### config.mk
export PLATFORM = sky130hd
export DESIGN_NAME = seg_display_ctrl
export DESIGN_NICKNAME = d
export VERILOG_FILES = /design/src/rtl/seg_display_ctrl.sv
export SDC_FILE = /design/constraint.sdc
export NUM_CORES = 1
export LEC_CHECK = 0
export BUFFER_PORTS_ARGS = -buffer_cell sky130_fd_sc_hd__buf_2
export CAP_MARGIN = 25
export CORE_UTILIZATION = 55
export CTS_BUF_LIST = sky130_fd_sc_hd__clkbuf_8
export DETAILED_ROUTE_END_ITERATION = 12
export HOLD_SLACK_MARGIN = 0.08
export PLACE_DENSITY = 0.77
export SYNTH_ARGS = -nofsm -noshare
export SYNTH_HDL_FRONTEND = slang
export SYNTH_SLANG_ARGS = --single-unit
### constraint.sdc
create_clock -name clk -period 5.2 [get_ports clk]
set_input_delay 0 -clock clk [delete_from_list [all_inputs] [get_ports clk]]
set_output_delay 0 -clock clk [all_outputs]
set_load 0.05 [all_outputs]
### src/rtl/seg_display_ctrl.sv
// Multi-digit hex seven-segment driver with leading-zero blanking,
// a free-running tick divider and a display blink overlay.
module seg_display_ctrl #(
    parameter int DIGITS = 4,
    parameter int DIV    = 10000000
) (
    input  logic                  clk,
    input  logic                  rst,
    input  logic                  load,
    input  logic [4*DIGITS-1:0]   data_in,
    input  logic                  blank_lz,
    input  logic                  blink_en,
    output logic [7*DIGITS-1:0]   seg_out,
    output logic                  tick
);

    localparam int            CW        = (DIV > 2) ? $clog2(DIV) : 1;
    localparam logic [CW-1:0] CNT_LAST  = CW'(DIV - 1);
    localparam logic [6:0]    SEG_BLANK = 7'h7F;
    localparam logic [6:0]    SEG_ZERO  = 7'h40;

    logic [4*DIGITS-1:0] value_q;
    logic                mode_q;
    logic [CW-1:0]       cnt_q;
    logic                phase_q;
    logic                wrap;
    logic [DIGITS-1:0]   upper_zero;
    logic [7*DIGITS-1:0] seg_next;

    // Active-high gfedcba pattern for one hex nibble.
    function automatic logic [6:0] hex_decode(input logic [3:0] nib);
        logic [6:0] code;
        case (nib)
            4'h0: code = 7'h3F;
            4'h1: code = 7'h06;
            4'h2: code = 7'h5B;
            4'h3: code = 7'h4F;
            4'h4: code = 7'h66;
            4'h5: code = 7'h6D;
            4'h6: code = 7'h7D;
            4'h7: code = 7'h07;
            4'h8: code = 7'h7F;
            4'h9: code = 7'h67;
            4'hA: code = 7'h77;
            4'hB: code = 7'h7C;
            4'hC: code = 7'h58;
            4'hD: code = 7'h5E;
            4'hE: code = 7'h79;
            default: code = 7'h71;
        endcase
        return code;
    endfunction

    assign wrap = (cnt_q == CNT_LAST);

    // NOTE: sequential state uses non-blocking assignments so every register
    // samples pre-edge values, independent of block ordering.
    always_ff @(posedge clk or negedge rst) begin
        if (!rst) begin
            cnt_q <= '0;
            tick  <= 1'b0;
        end else begin
            cnt_q <= wrap ? '0 : cnt_q + CW'(1);
            tick  <= wrap;
        end
    end

    always_ff @(posedge clk or negedge rst) begin
        if (!rst) begin
            phase_q <= 1'b0;
        end else if (!blink_en) begin
            phase_q <= 1'b0;
        end else if (wrap) begin
            phase_q <= ~phase_q;
        end
    end

    always_ff @(posedge clk or negedge rst) begin
        if (!rst) begin
            value_q <= '0;
            mode_q  <= 1'b0;
        end else if (load) begin
            value_q <= data_in;
            mode_q  <= blank_lz;
        end
    end

    // upper_zero[i] is set when nibbles i..DIGITS-1 of the stored value are all zero.
    always_comb begin
        // NOTE: every combinational output gets a default first so no path
        // through the block can infer a latch.
        upper_zero             = '0;
        upper_zero[DIGITS-1]   = (value_q[4*(DIGITS-1) +: 4] == 4'h0);
        for (int i = DIGITS - 2; i >= 0; i--) begin
            upper_zero[i] = upper_zero[i+1] && (value_q[4*i +: 4] == 4'h0);
        end
    end

    // Blink blank takes priority over leading-zero suppression and decode.
    always_comb begin
        seg_next = '0;
        for (int i = 0; i < DIGITS; i++) begin
            if (blink_en && phase_q) begin
                seg_next[7*i +: 7] = SEG_BLANK;
            end else if (mode_q && (i != 0) && upper_zero[i]) begin
                seg_next[7*i +: 7] = SEG_BLANK;
            end else begin
                seg_next[7*i +: 7] = ~hex_decode(value_q[4*i +: 4]);
            end
        end
    end

    // NOTE: the output register is reset to the pattern a cleared value
    // decodes to, so the display reads "0" rather than dark during reset.
    always_ff @(posedge clk or negedge rst) begin
        if (!rst) begin
            seg_out <= {DIGITS{SEG_ZERO}};
        end else begin
            seg_out <= seg_next;
        end
    end

endmodule

==> results of run 1 <==
[final timing paths]
| path | slack, ns | from | to |
|---|---|---|---|
| max | 3.21 | value_q[9]$_DFFE_PN0P_ | seg_out[11]$_DFF_PN0_ |
| min | 0.13 | load | value_q[5]$_DFFE_PN0P_ |
| max reg2reg | 3.21 | value_q[9]$_DFFE_PN0P_ | seg_out[11]$_DFF_PN0_ |
| min reg2reg | 0.49 | cnt_q[0]$_DFF_PN0_ | cnt_q[0]$_DFF_PN0_ |
| max in group asynchronous | 4.25 | rst | value_q[10]$_DFFE_PN0P_ |
| min in group asynchronous | 0.37 | rst | seg_out[7]$_DFF_PN0_ |
[worst max-delay path: cells and delay by family, from the launching register on]
family	cells	cell delay, ns
compound gates	2	0.74
fa+ha+maj	1	0.20
simple gates	2	0.30
buf+inv	1	0.13
flops	1	0.45
[cells in the final DEF (no fill, tap or decap), types with 12 or more instances in the layout]
cell type / n
nor2_1: 31
nand3_1: 12
a21oi_1: 12
dlygate4sd3_1: 19
buf_2: 49
o211ai_1: 18
xnor2_1: 13
nand2_1: 41
ha_1: 21
o21ai_0: 21
inv_1: 16
dfrtp_1: 67
[layout make-up]
cell class                      count  area [sq um]
Clock buffer                       10         137.6
Clock inverter                      6         52.55
Sequential cell                    71          1782
Multi-Input combinational cell    254          1704
Tap cell                           77         96.34
Inverter                           14         52.55
Fill cell                         491          2046
Timing Repair Buffer               69         442.9
[cell families (layout without fill, tap and decap cells)]
family | Yosys count | count (layout)
fa+ha+maj | 21 | 21
compound gates | 69 | 69
buf+inv | 29 | 99
mux | 13 | 13
simple gates | 133 | 133
xor+xnor | 18 | 18
flops | 71 | 71
[flip-flops by register name (all words and copies together), names as in the netlist]
signal / flops
phase_q: 1
tick: 1
value_q: 16
cnt_q: 24
seg_out: 28
mode_q: 1
[what timing repair did]
| action | CTS | global route |
|---|---|---|
| hold buffers | 19 | 0 |
| buffers inserted | 0 | 0 |
| endpoints found under the hold margin | 89 | 0 |
| gates resized for setup | 0 | 0 |
[metal layers]
metal  vias up  share of wire (%)
met3        10                4.7
li1       1386                  -
met5         -                  0
met1      1374                 46
met4         0                1.2
met2        83                 48
[power by group through the flow]
| stage | sequential, mW | combinational (mW) | clock, mW |
|---|---|---|---|
| 2_1_floorplan | 0.768 | 0.108 | 0 |
| 3_3_place_gp | 0.650 | 0.297 | 0 |
| 3_5_place_dp | 0.651 | 0.303 | 0 |
| 4_1_cts | 0.641 | 0.316 | 0.438 |
| 5_1_grt | 0.649 | 0.338 | 0.462 |
| 6_report | 0.642 | 0.316 | 0.426 |
==> flow_summary_export.csv, run 1 <==
group,metric,value,unit
clock_tree,clock_tree.buffer_depth,2,
critical_path,critical_path_required,5.37,ns
power,clockPowerShare,30.8,%
power,switching_share,33.13,%
power,static-leakage-power,1.963,nW
detailed_routing,initialDrtViolationCount,242,
global_route,grt_antenna_before_repair,0,
critical_path,timing.critical_path.cells,"inv_1, ha_1, nor2b_1, nor4bb_1, a31oi_1, o311ai_0",
critical_path,arrival,2.16,ns
critical_path,worstRegToRegCells,6,
critical_path,critPathLaunchType,"flop",
sta,final_max_slew_viol_count,0,
clock_tree,clkSlewWorstSetupHoldPaths,0.08,ns
floorplan,num_io_pins,50,
sta,post-route-min-period,1.991,ns
power,p_comb_share,22.8,%
power,sequentialPowerShare,46.4,%
synth,async_flop_share,100.0,%
critical_path,endpoint_kind,"flop",
power,cellInternalPower,925.2,uW
power,total_switching_power,458.5,uW
synth,post_synth_and_or_nand_nor_area_fraction,19.34,%
power,ir_worst_vdd,0.2236,mV
placement,hpwl,4.772,mm
hold_path,hp-class,"in -> reg",
global_route,grt_first_pass_wirelength,12.46,mm
final_layout,number_of_nets_in_the_final_layout,461,
global_route,use_met1,30.77,%
critical_path,timing.critical_path.fanout_max,7,
final_layout,layout.cell_area.non_filler,4268,sq um
global_route,grt_start_max_net_pins,72,
synth,netlist.top_cell.by_area,"dfrtp_1",
critical_path,path_class,"reg -> reg",
final_layout,insertedDiodeCount,0,
critical_path,critical-path-slowest-cell,"a31oi_1",
final_layout,number_of_standard_cells_in_the_final_layout_excluding_fillers,501,
sta,fin_worst_hold_slack,0.1340,ns
floorplan,fp-row-count,29,
placement,gp_routability_congestion,0.8721,
synth,avgSynthCellArea,10.16,sq um
sta,max_slew_headroom,42.96,%
floorplan,core-area,6314,sq um
synth,synth_top_family_by_area,"simple AND/OR/NAND/NOR gates",
detailed_routing,avgViaCountPerCell,5.695,
synth,yosysWarnings,0,
synth,synth.net_count,396,
detailed_routing,routed_wl,7.223,mm
synth,synth-main-ff-cell,"dfrtp_1",
synth,synth_fa_ha_area_share,7.304,%
hold_path,worstHoldPathCells,3,
synth,number_of_enable_flip_flop_cells_after_synthesis,0,
global_route,grt_busiest_layer,"met2",
clock_tree,worst_skew_pair.late_latency,0.34,ns
detailed_routing,drc,0,
clock_tree,tritoncts,"yes",
synth,ys_types,41,
floorplan,initial_utilization,56.98,%
detailed_routing,num_vias,2853,
synth,netlist.area_leader.share,46.61,%
synth,synth.area.mux_share,3.930,%
clock_tree,clockRootBuffer,"clkbuf_8",
synth,synth.cell_area,3597,sq um
placement,placement_stage_cell_area,3887,sq um
sta,max_freq,0.5022,GHz
synth,post_synthesis_cell_count,354,
synth,yosys.area_share.xor_xnor,4.383,%
status,outcome,"complete, no violations",
sta,final_worst_slack,3.209,ns
synth,synth.ff_latch_count,71,
critical_path,timing.critical_path.slowest_cell_delay,0.51,ns
global_route,number_of_global_route_vias_before_repair,2732,
floorplan,dieWidth,82.87,um
final_layout,final_util,67.60,%
placement,portBuffers,49,
synth,synth.top_cells.by_area,"dfrtp_1 (47%), ha_1 (7.3%), nand2_1 (4.3%)",
clock_tree,clock_sinks,71,
flow_run,drv.max_cap_violation_count,0,
final_layout,syn2layout_area_growth,18.64,%
floorplan,die_height,82.87,um
sta,timing_hold_violations_final,0,
sta,setup-violations-final,0,
global_route,grt_util_all_layers,22.27,%
clock_tree,tritoncts.num_buffers,9,
global_route,met2_track_usage_gr,34.65,%
sta,worst_max_slew_pin_slew,0.8557,ns
placement,placement.setup.worst_slack,3.232,ns
detailed_routing,routedWlPerCell,14.42,um
floorplan,design.die.area,6867,sq um
sta,rsz0062_at_grt,"no",
synth,post_synth_most_frequent_cells,"dfrtp_1 (67), nand2_1 (41), nor2_1 (31), ha_1 (21), o21ai_0 (21)",
synth,synth_compound_area_share,12.42,%
global_route,grt_use_met3,4.771,%
synth,yosysSeqAreaShare,49.53,%
power,totalPowerFinal,1.384,mW
global_route,globalRouteOverflowTotal,0,
placement,placed_cells,466,
detailed_routing,route.antenna.remaining_nets,0,
detailed_routing,firstDrtPassIters,4,
power,power_per_cell_area,324.2,nW/um^2
clock_tree,cts_htree_levels,3,
sta,timing.clock.skew,0.007571,ns
final_layout,drive_gt1_share,20.28,%
sta,final.period_utilization,38.29,%
sta,fin_setup_tns,0,ns
synth,synth_most_common_cell,"dfrtp_1",
Power figures use the tool's default switching activity.
==> run 2, diff against run 1 <==
--- a/config.mk
+++ b/config.mk
@@ -7,11 +7,11 @@
 export LEC_CHECK = 0
 export BUFFER_PORTS_ARGS = -buffer_cell sky130_fd_sc_hd__buf_2
 export CAP_MARGIN = 25
-export CORE_UTILIZATION = 55
+export CORE_UTILIZATION = 54
 export CTS_BUF_LIST = sky130_fd_sc_hd__clkbuf_8
 export DETAILED_ROUTE_END_ITERATION = 12
 export HOLD_SLACK_MARGIN = 0.08
-export PLACE_DENSITY = 0.77
+export PLACE_DENSITY = 0.79
 export SYNTH_ARGS = -nofsm -noshare
 export SYNTH_HDL_FRONTEND = slang
 export SYNTH_SLANG_ARGS = --single-unit
==> constraint.sdc (replaced) <==
create_clock -name clk -period 1.8 [get_ports clk]
set_input_delay 0 -clock clk [delete_from_list [all_inputs] [get_ports clk]]
set_output_delay 0 -clock clk [all_outputs]
set_load 0.05 [all_outputs]
==> flow_summary_export.csv, run 2 (synthesis results as in run 1) <==
group,metric,value,unit
status,outcome,"complete, no violations",
flow_run,drv.max_cap_violation_count,0,
clock_tree,clock_sinks,71,
detailed_routing,firstDrtPassIters,5,
final_layout,biggestRegsByFlops,"seg_out (28), cnt_q (24), value_q (16)",
detailed_routing,num_vias,3008,
global_route,grt_antenna_before_repair,0,
sta,timing.clock.skew,0.007569,ns
power,ir_worst_vdd,0.7587,mV
critical_path,r2r-end,"phase_q$_DFFE_PN0P_",
sta,final_max_slew_viol_count,0,
final_layout,insertedDiodeCount,0,
final_layout,number_of_standard_cells_in_the_final_layout_excluding_fillers,527,
critical_path,critical-path-slowest-cell,"or4_4",
critical_path,cpLargestDelayFamily,"simple AND/OR/NAND/NOR gates",
floorplan,num_io_pins,50,
final_layout,syn2layout_area_growth,26.19,%
final_layout,filler_cell_count,476,
detailed_routing,route.antenna.remaining_nets,0,
sta,setup-violations-final,0,
floorplan,initial_utilization,56.33,%
sta,max_slew_headroom,56.07,%
final_layout,regMostFlops,"seg_out",
placement,portBuffers,49,
critical_path,path_class,"reg -> reg",
clock_tree,worst_skew_pair.late_latency,0.34,ns
critical_path,r2r_start,"cnt_q[0]$_DFF_PN0_",
floorplan,design.die.area,6991,sq um
sta,fin_worst_hold_slack,0.1312,ns
placement,placed_cells,490,
critical_path,timing.critical_path.slowest_cell_delay,0.50,ns
global_route,grt_first_pass_wirelength,13.21,mm
floorplan,core-area,6386,sq um
hold_path,worstHoldPathCells,3,
clock_tree,tritoncts,"yes",
critical_path,critPathLaunchType,"flop",
critical_path,worstRegToRegCells,5,
clock_tree,clkSlewWorstSetupHoldPaths,0.08,ns
clock_tree,clockRootBuffer,"clkbuf_8",
clock_tree,tritoncts.num_buffers,9,
floorplan,dieWidth,83.62,um
power,power_per_cell_area,893.1,nW/um^2
hold_path,hold_path_end,"value_q[3]$_DFFE_PN0P_",
global_route,globalRouteOverflowTotal,0,
final_layout,commonest_cells_after_routing_fill_and_taps_aside,"dfrtp_1 (67), buf_2 (49), nand2_1 (41), nor2_1 (30), buf_4 (25)",
clock_tree,cts_htree_levels,3,
floorplan,fp-row-count,29,
detailed_routing,routed_wl,8.051,mm
hold_path,hp-class,"in -> reg",
sta,max_freq,0.5772,GHz
floorplan,die_height,83.62,um
sta,worst_max_slew_pin_slew,0.6589,ns
placement,gp_routability_congestion,0.9724,
final_layout,number_of_nets_in_the_final_layout,487,
detailed_routing,routedWlPerCell,15.28,um
critical_path,arrival,2.00,ns
hold_path,hold_path.startpoint,"load",
placement,hpwl,5.442,mm
final_layout,drive_gt1_share,26.00,%
clock_tree,clock_tree.buffer_depth,2,
power,static-leakage-power,2.102,nW
detailed_routing,avgViaCountPerCell,5.708,
critical_path,endpoint_kind,"flop",
global_route,grt_util_all_layers,24.07,%
detailed_routing,initialDrtViolationCount,151,
final_layout,largest_reg_flops,28,
critical_path,worst-r2r-setup-slack,0.07,ns
power,totalPowerFinal,4.054,mW
critical_path,critical_path.n_buffers_inverters,0,
sta,final.period_utilization,96.25,%
detailed_routing,drc,0,
critical_path,timing.critical_path.fanout_max,4,
critical_path,timing.critical_path.cells,"ha_4, nand4_4, or4_4, or4_1, o21ai_1",
sta,timing_hold_violations_final,0,
critical_path,critical_path_required,2.07,ns
final_layout,most_frequent_standard_cell_in_the_layout_excluding_fill_and_tap_cells,"dfrtp_1",
global_route,grt_start_max_net_pins,29,
global_route,number_of_global_route_vias_before_repair,2890,
sta,post-route-min-period,1.732,ns
run 2: what timing repair did:
| action | in CTS | in global routing |
|---|---|---|
| setup buffers | 0 | 2 |
| hold endpoints to repair | 46 | 0 |
| endpoints found under the setup margin | 0 | 11 |
| resized for setup | 0 | 10 |
| hold buffers | 19 | 0 |
run 2: routing by layer:
metal  part of all wire [%]  vias to the layer above  global-route usage (%)
met5                      0                        -                       0
met4                    1.6                        0                   8.783
met3                    4.2                       17                   5.045
met2                     51                      107                   40.13
met1                     43                     1439                   31.05
li1                       -                     1445                       -
run 2: worst max path at each step:
stage                            startpoint  cells past startpoint  slack (ns)                    end
floorplan                cnt_q[0]$_DFF_PN0_                      5        0.05    phase_q$_DFFE_PN0P_
global placement     value_q[8]$_DFFE_PN0P_                      6        0.08  seg_out[11]$_DFF_PN0_
detailed placement   value_q[8]$_DFFE_PN0P_                      6       0.007  seg_out[11]$_DFF_PN0_
CTS                  value_q[8]$_DFFE_PN0P_                      6        0.02  seg_out[11]$_DFF_PN0_
global route        value_q[12]$_DFFE_PN0P_                      6       -0.04  seg_out[11]$_DFF_PN0_
finish                   cnt_q[0]$_DFF_PN0_                      5        0.07    phase_q$_DFFE_PN0P_
run 2: area by class of cell:
| class | instances | area, sq um | share of cell area (%) |
|---|---|---|---|
| sequential | 71 | 1782 | 39.25 |
| inverter | 14 | 52.55 | 1.158 |
| multi-input combinational | 254 | 1755 | 38.67 |
| clock inverter | 6 | 52.55 | 1.158 |
| clock buffer | 10 | 137.6 | 3.032 |
| timing repair buffer | 95 | 663.1 | 14.61 |
| tap | 77 | 96.34 | 2.122 |
run 2: power breakdown:
group	switching, mW	internal [mW]
sequential	0.0738	1.74
combinational	0.699	0.308
clock	0.570	0.661
total	1.34	2.71
run 2: per-stage QoR:
| stage | setup slack (ns) | utilization (%) | area [sq um] | TNS, ns |
|---|---|---|---|---|
| finish | 0.06755 | 71.08 | 4539 | 0 |
| global route | -0.03969 | 71.08 | 4539 | -0.04741 |
| CTS | 0.02475 | 70.04 | 4473 | 0 |
| detailed placement | 0.007292 | 64.09 | 4093 | 0 |
| global placement | 0.08127 | 64.09 | 4093 | 0 |
| floorplan | 0.05090 | - | 3597 | 0 |
run 2: tightest hold or removal path, cell delays in order:
cell     delay, ns
buf_2         0.25
nand2_1       0.10
o21ai_0       0.06
==> run 3, diff against run 2 <==
--- a/config.mk
+++ b/config.mk
@@ -11,7 +11,8 @@
 export CTS_BUF_LIST = sky130_fd_sc_hd__clkbuf_8
 export DETAILED_ROUTE_END_ITERATION = 12
 export HOLD_SLACK_MARGIN = 0.08
-export PLACE_DENSITY = 0.79
+export PLACE_DENSITY = 0.83
+export SETUP_SLACK_MARGIN = 0.2
 export SYNTH_ARGS = -nofsm -noshare
 export SYNTH_HDL_FRONTEND = slang
 export SYNTH_SLANG_ARGS = --single-unit
==> flow_summary_export.csv, run 3 (synthesis results as in run 1) <==
group,metric,value,unit
power,static-leakage-power,2.145,nW
critical_path,arrival,2.05,ns
floorplan,fp-row-count,29,
detailed_routing,num_vias,3053,
sta,max_freq,0.5706,GHz
detailed_routing,routedWlPerCell,15.66,um
power,ir_worst_vdd,0.8028,mV
critical_path,timing.critical_path.slowest_cell_delay,0.54,ns
sta,timing_hold_violations_final,0,
clock_tree,tritoncts,"yes",
floorplan,die_height,83.62,um
critical_path,path_class,"reg -> reg",
detailed_routing,highest_layer,"met4",
clock_tree,clockRootBuffer,"clkbuf_8",
final_layout,regMostFlops,"seg_out",
sta,setup-violations-final,0,
final_layout,syn2layout_area_growth,30.71,%
critical_path,critical_path_required,2.10,ns
final_layout,largest_reg_flops,28,
clock_tree,clkSlewWorstSetupHoldPaths,0.08,ns
final_layout,commonest_cells_after_routing_fill_and_taps_aside,"dfrtp_1 (58), buf_2 (49), nand2_1 (40), buf_4 (33), nor2_1 (29)",
floorplan,initial_utilization,56.33,%
placement,hpwl,5.173,mm
critical_path,timing.critical_path.cells,"nor4bb_2, nand4_1, or4_1, o21ai_1",
global_route,grt_antenna_before_repair,0,
critical_path,timing.critical_path.fanout_max,4,
critical_path,endpoint_kind,"flop",
final_layout,biggestRegsByFlops,"seg_out (28), cnt_q (24), value_q (16)",
floorplan,design.die.area,6991,sq um
detailed_routing,m1WireLength,3.477,mm
global_route,globalRouteOverflowTotal,0,
final_layout,insertedDiodeCount,0,
detailed_routing,firstDrtPassIters,4,
detailed_routing,wl_met2,4.359,mm
detailed_routing,avgViaCountPerCell,5.707,
placement,portBuffers,49,
sta,fin_worst_hold_slack,0.08542,ns
sta,final_max_slew_viol_count,0,
detailed_routing,routed_wl,8.377,mm
detailed_routing,route.antenna.remaining_nets,0,
final_layout,number_of_nets_in_the_final_layout,495,
floorplan,num_io_pins,50,
final_layout,final_util,73.63,%
flow_run,drv.max_cap_violation_count,0,
critical_path,critPathLaunchType,"flop",
detailed_routing,routed-wl-met3,395,um
detailed_routing,initialDrtViolationCount,170,
global_route,grt_start_max_net_pins,72,
sta,max_slew_headroom,65.82,%
sta,rsz0062_at_grt,"yes",
clock_tree,clock_sinks,71,
clock_tree,worst_skew_pair.late_latency,0.37,ns
sta,timing.clock.skew,0.01007,ns
global_route,grt_first_pass_wirelength,13.25,mm
final_layout,most_frequent_standard_cell_in_the_layout_excluding_fill_and_tap_cells,"dfrtp_1",
power,power_per_cell_area,850.4,nW/um^2
global_route,grt_util_all_layers,24.17,%
sta,post-route-min-period,1.752,ns
floorplan,dieWidth,83.62,um
clock_tree,clock_tree.buffer_depth,2,
floorplan,core-area,6386,sq um
final_layout,drive_gt1_share,33.19,%
clock_tree,cts_htree_levels,3,
clock_tree,tritoncts.num_buffers,9,
critical_path,critical-path-slowest-cell,"or4_1",
sta,worst_max_slew_pin_slew,0.5103,ns
status,outcome,"complete, no violations",
global_route,number_of_global_route_vias_before_repair,2931,
sta,final.period_utilization,97.36,%
detailed_routing,drc,0,
hold_path,hp-class,"in -> reg",
placement,gp_routability_congestion,0.9001,
## run 3: changes by cell type in the layout (fill, tap and decap cells not counted), moves of 3 or more
| cell | change |
|---|---|
| inv_2 | +4 |
| dfrtp_2 | +9 |
| inv_1 | -5 |
| nor4_1 | -3 |
| dfrtp_1 | -9 |
| buf_4 | +8 |
## run 3: critical path, delay by kind of cell, from the launching register on
| kind | cells | cell delay, ns |
|---|---|---|
| compound gates | 1 | 0.08 |
| simple gates | 3 | 1.16 |
| flops | 1 | 0.44 |
## run 3: final timing paths
check	from	to	slack, ns	cells after the start
max	cnt_q[14]$_DFF_PN0_	phase_q$_DFFE_PN0P_	0.05	4
min	load	value_q[3]$_DFFE_PN0P_	0.09	3
max reg2reg	cnt_q[14]$_DFF_PN0_	phase_q$_DFFE_PN0P_	0.05	4
min reg2reg	cnt_q[14]$_DFF_PN0_	cnt_q[14]$_DFF_PN0_	0.52	1
max in group asynchronous	rst	seg_out[20]$_DFF_PN1_	1.28	3
min in group asynchronous	rst	cnt_q[11]$_DFF_PN0_	0.17	3
## run 3: final cells by class
cell class / instances / area [sq um]
fillers: 410 / 1684
flip-flops and latches: 71 / 1793
inverters: 14 / 52.55
clock buffers: 10 / 137.6
clock inverters: 6 / 37.54
well taps: 77 / 96.34
multi-input cells: 254 / 1871
repair buffers: 103 / 714.4
## run 3: what timing repair did
item | in CTS | in global routing
hold buffers | 19 | 0
hold endpoints to repair | 95 | 0
gates resized for setup | 9 | 31
setup buffers | 4 | 13
endpoints found under the setup margin | 21 | 33
pin swaps | 2 | 9
## run 3: stage by stage
stage / setup WS [ns] / area (sq um) / std cells / TNS [ns] / power [mW]
final: 0.04754 / 4702 / 535 / 0 / 3.998
after global routing: -0.03113 / 4702 / 535 / -0.03113 / 4.159
after CTS: 0.08370 / 4494 / 522 / 0 / 3.963
after floorplan: 0.1203 / 3618 / 354 / 0 / 2.529
after detailed placement: -0.05513 / 4049 / 483 / -0.2430 / 2.803
after global placement: 0.09565 / 4049 / 483 / 0 / 2.776
## run 3: metal layers
layer,global-route usage [%],up-vias
met3,6.528,16
met1,29.43,1498
met2,41.61,80
met5,0,-
li1,-,1459
met4,7.858,0
## run 3: power by group
group,switching (mW),internal [mW],leakage [nW],total (mW)
logic,0.712,0.334,1.18,1.05
clock network,0.601,0.528,0.0895,1.13
registers,0.0814,1.74,0.878,1.82
